`src/rtl/switch_in_dev.sv`:
```
// Switch input device: two-flop synchroniser, debounce, DATA latch, change counter
// and maskable change interrupt on a four-word bus window.
module switch_in_dev #(
    parameter int unsigned DEBOUNCE = 4,
    parameter int unsigned CNT_W    = 16
) (
    input  logic        clk,
    input  logic        rst,
    input  logic [31:0] din,
    input  logic [1:0]  addr,
    input  logic        we,
    input  logic [31:0] wdata,
    output logic [31:0] rdata,
    output logic        irq
);

    localparam int unsigned DW    = 32;
    localparam int unsigned CHG_W = 8;
    localparam logic [CNT_W-1:0] CNT_MAX = CNT_W'(DEBOUNCE - 1);

    localparam logic [1:0] A_DATA   = 2'd0;
    localparam logic [1:0] A_CTRL   = 2'd1;
    localparam logic [1:0] A_STATUS = 2'd2;

    logic [DW-1:0]    s1;
    logic [DW-1:0]    s2;
    logic [DW-1:0]    cand;
    logic [DW-1:0]    data_reg;
    logic [CNT_W-1:0] cnt;
    logic             ie;
    logic             pending;
    logic [CHG_W-1:0] chg_cnt;

    logic stable;
    logic commit;
    logic wr_ctrl;
    logic clr_pend;
    logic unused_wdata;

    // A commit only happens on the edge the candidate completes its hold and differs from DATA.
    assign stable   = (s2 == cand) && (cnt == CNT_MAX);
    assign commit   = stable && (cand != data_reg);
    assign wr_ctrl  = we && (addr == A_CTRL);
    assign clr_pend = we && (addr == A_STATUS) && wdata[0];
    assign unused_wdata = ^wdata[DW-1:1];

    always_ff @(posedge clk) begin
        if (rst) begin
            s1       <= '0;
            s2       <= '0;
            cand     <= '0;
            data_reg <= '0;
            cnt      <= '0;
            ie       <= 1'b0;
            pending  <= 1'b0;
            chg_cnt  <= '0;
        end else begin
            s1 <= din;
            s2 <= s1;

            if (s2 != cand) begin
                cand <= s2;
                cnt  <= '0;
            end else if (cnt < CNT_MAX) begin
                cnt <= cnt + CNT_W'(1);
            end

            if (commit) begin
                data_reg <= cand;
                chg_cnt  <= chg_cnt + CHG_W'(1);
            end

            // Set beats clear; commit sees the pre-write ie.
            if (commit && ie) begin
                pending <= 1'b1;
            end else if (clr_pend) begin
                pending <= 1'b0;
            end

            if (wr_ctrl) begin
                ie <= wdata[0];
            end
        end
    end

    always_comb begin
        rdata = '0;
        case (addr)
            A_DATA:   rdata = data_reg;
            A_CTRL:   rdata = {31'b0, ie};
            A_STATUS: rdata = {16'b0, chg_cnt, 7'b0, pending};
            default:  rdata = '0;
        endcase
    end

    assign irq = pending & ie;

endmodule
```
`config.mk`:
```
export PLATFORM = sky130hd
export DESIGN_NAME = switch_in_dev
export DESIGN_NICKNAME = d
export VERILOG_FILES = /design/src/rtl/switch_in_dev.sv
export SDC_FILE = /design/constraint.sdc
export NUM_CORES = 1
export LEC_CHECK = 0
export ABC_AREA = 0
export CAP_MARGIN = 20
export CORE_MARGIN = 2
export CORE_UTILIZATION = 35
export CTS_BUF_LIST = sky130_fd_sc_hd__clkbuf_16
export DETAILED_ROUTE_END_ITERATION = 8
export PLACE_DENSITY = 0.53
export SLEW_MARGIN = 40
export SYNTH_ARGS = -nofsm -noshare
export SYNTH_HDL_FRONTEND = slang
export SYNTH_SLANG_ARGS = --single-unit
```
`constraint.sdc`:
```
create_clock -name clk -period 3.7 [get_ports clk]
set_input_delay 0.74 -clock clk [delete_from_list [all_inputs] [get_ports clk]]
set_output_delay 0.74 -clock clk [all_outputs]
set_load 0.02 [all_outputs]
```
==> impl_metrics.env <==
export IMPL_status="complete, no violations"
export IMPL_met3_length_um=557
export IMPL_slowest_stage="clkdlybuf4s50_1"
export IMPL_criticalPathCategory="input pin to output pin"
export IMPL_initial_utilization_pct=35.8
export IMPL_cts_setup_buffers=0
export IMPL_cpPeakStageDelay_ns=0.61
export IMPL_hold_class="flip-flop to flip-flop"
export IMPL_cts_sinks=154
export IMPL_die_w_um=134
export IMPL_grt_pass1_wl_mm=19.6
export IMPL_utilization_pct=44.8
export IMPL_area_delta_synth_final_pct=24.9
export IMPL_drt_pre_antenna_iters=4
export IMPL_die_h_um=134
export IMPL_clkTransAtPathRegs_ns=0.06
export IMPL_core_area_um2=16600
export IMPL_finalWeightedCongestion=0.776
export IMPL_fin_crit_ns=3.03
export IMPL_ys_types=33
export IMPL_ios=102
export IMPL_clock_path_buffers=2
export IMPL_maxSlewHeadroom_pct=47.2
export IMPL_syn_area_um2=5940
export IMPL_initialDrtViolationCount=232
export IMPL_grt_max_degree=55
export IMPL_required_ns=2.96
export IMPL_drive_gt1_share_pct=7.35
export IMPL_mostFrequentLayoutCell="dfxtp_1"
export IMPL_final_cell_mix="dfxtp_1 (154), nor2b_1 (98), clkdlybuf4s50_1 (69)"
export IMPL_worstHoldEndpoint="s2[19]"
export IMPL_yosys_register_bits=154
export IMPL_wl_mm=11.9
export IMPL_max_freq_ghz=0.330
export IMPL_syn_num_nets=689
export IMPL_syn_avg_cell_area_um2=9.62
export IMPL_power_leakage_nw=2.82
export IMPL_hold_start="s1[19]"
export IMPL_die_area_um2=18000
export IMPL_finalMaxSlewViolations=0
export IMPL_hold_violations=0
export IMPL_path_cells="clkdlybuf4s50_1 > nor2_1 > buf_4 > and2_1 > clkdlybuf4s50_1"
export IMPL_reg2reg_setup_slack_ns=1.05
export IMPL_setup_viol=0
export IMPL_post_cts_resized=0
export IMPL_fin_skew_ns=0.00726
export IMPL_whs_path_depth=1
export IMPL_finalSetupTns_ns=0
export IMPL_period_share_pct=82.0
export IMPL_n_antenna_cell=0
export IMPL_viasPerCell=4.54
export IMPL_cts_htree_levels=4
export IMPL_clockRootBuffer="clkbuf_16"
export IMPL_reg2reg_to="cnt[13]"
export IMPL_num_nets_final=752
export IMPL_arrival_ns=2.29
export IMPL_worstPathMaxFanout=23
export IMPL_drt_met1_wl_mm=5.83
export IMPL_start_kind="input pin"
export IMPL_crit_path_frequent_cell="clkdlybuf4s50_1"
export IMPL_hpwlAfterDp_mm=8.62
export IMPL_tightest_slew_ns=0.789
export IMPL_clkLatencyLatePin_ns=0.42
export IMPL_rsz0062_at_grt="false"
export IMPL_syn_inst=618
export IMPL_antenna_found_initial=0
export IMPL_top_layer_used="met4"
export IMPL_hold_ws_ns=0.431
export IMPL_worstSetupEndpointType="output pin"
export IMPL_route_met2_wl_mm=5.33
export IMPL_worstReg2RegStart="cand[5]"
export IMPL_cts_buffers=17
export IMPL_wl_per_cell_um=13.0
export IMPL_ir_drop_mv=0.337
export IMPL_grt_ovfl_total=0
export IMPL_drv_cap=0
export IMPL_cts_tree="done"
export IMPL_ctsHoldBuffers=0
export IMPL_io_buffers=70
export IMPL_crit_start="addr[1]"
export IMPL_drc=0
export IMPL_core_rowCount=47
export IMPL_p_per_area_nw_per_um2=474
export IMPL_ant_nets=0
export IMPL_yosysSeqAreaShare_pct=51.9
export IMPL_grt_pass1_vias=3961
export IMPL_ff2ff_path_depth=6
export IMPL_ys_warn_count=0
export IMPL_grt_usage_pct=14.1
export IMPL_num_vias=4152
## Yosys cell counts, drive strengths merged
cell / n / share of area, %
mux2i: 11 / 1.9
xor2: 32 / 4.7
or4: 6 / 0.82
mux2: 1 / 0.19
nor4: 14 / 1.8
nor2b: 98 / 10
dfxtp: 154 / 52
o21ai: 35 / 2.9
nor3: 2 / 0.17
o211ai: 1 / 0.36
o31ai: 5 / 0.63
buf: 4 / 0.40
inv: 35 / 2.2
nor2: 14 / 0.88
and3: 1 / 0.11
nand3b: 1 / 0.13
a31o: 1 / 0.15
clkbuf: 35 / 2.2
xnor2: 33 / 4.9
or2: 1 / 0.11
nand2: 5 / 0.32
a21oi: 39 / 3.3
or3: 34 / 3.6
and2: 39 / 4.1
ha: 2 / 0.42
nand3: 3 / 0.25
nand4: 11 / 1.2
nand4b: 1 / 0.15
## worst max-delay path by stage
stage / endpoint / slack, ns / depth (start not counted)
3_3_place_gp: rdata[3] / 0.67 / 5
6_report: rdata[3] / 0.67 / 5
4_1_cts: rdata[17] / 0.64 / 5
2_1_floorplan: rdata[0] / 1.36 / 3
3_5_place_dp: rdata[17] / 0.66 / 5
5_1_grt: rdata[17] / 0.56 / 5
## power breakdown
group | internal, W | switching [W] | total [W]
combinational | 0.0000904 | 0.0000717 | 0.000162
clock | 0.000936 | 0.000698 | 0.00163
sequential | 0.00170 | 0.0000255 | 0.00173
total | 0.00273 | 0.000795 | 0.00352
## cell type report
class / count / area, um^2
multi-input cells: 390 / 2580
inverters: 35 / 131
clock buffers: 17 / 425
repair buffers: 83 / 796
flip-flops and latches: 154 / 3080
fillers: 1567 / 9160
well taps: 220 / 275
clock inverters: 15 / 139
## worst max-delay path: cells and delay by family
| family | cells | cell delay (ns) |
|---|---|---|
| buffers and inverters | 3 | 1.27 |
| AND/OR/NAND/NOR | 2 | 0.28 |
## per-layer routing
metal  vias up  global-route usage (%)
met1      1894                    18.2
met3        17                    4.23
li1       2145                       -
met2        96                    21.9
met5         -                       0
met4         0                    6.02
## per-stage QoR
step                      worst slack (ns)  instance area (um^2)  std cells  total power (W)
after floorplan                       1.36                  5940        618          0.00185
after global placement               0.665                  6860        882          0.00193
after detailed placement             0.656                  6860        882          0.00193
after CTS                            0.643                  7430        914          0.00357
after global routing                 0.557                  7430        914          0.00367
final                                0.667                  7430        914          0.00352
## logic make-up (layout without fill, tap and decap cells)
group	after synthesis	count (layout)	share of synthesized area, %
AO/OA/AOI/OAI	81	81	7.37
XOR/XNOR	65	65	9.58
buffers and inverters	74	150	4.82
multiplexers	12	12	2.04
adder cells (fa/ha/maj)	2	2	0.421
flip-flops	154	154	51.9
AND/OR/NAND/NOR	230	230	23.9
No activity file was read; power rests on OpenSTA's default activity.
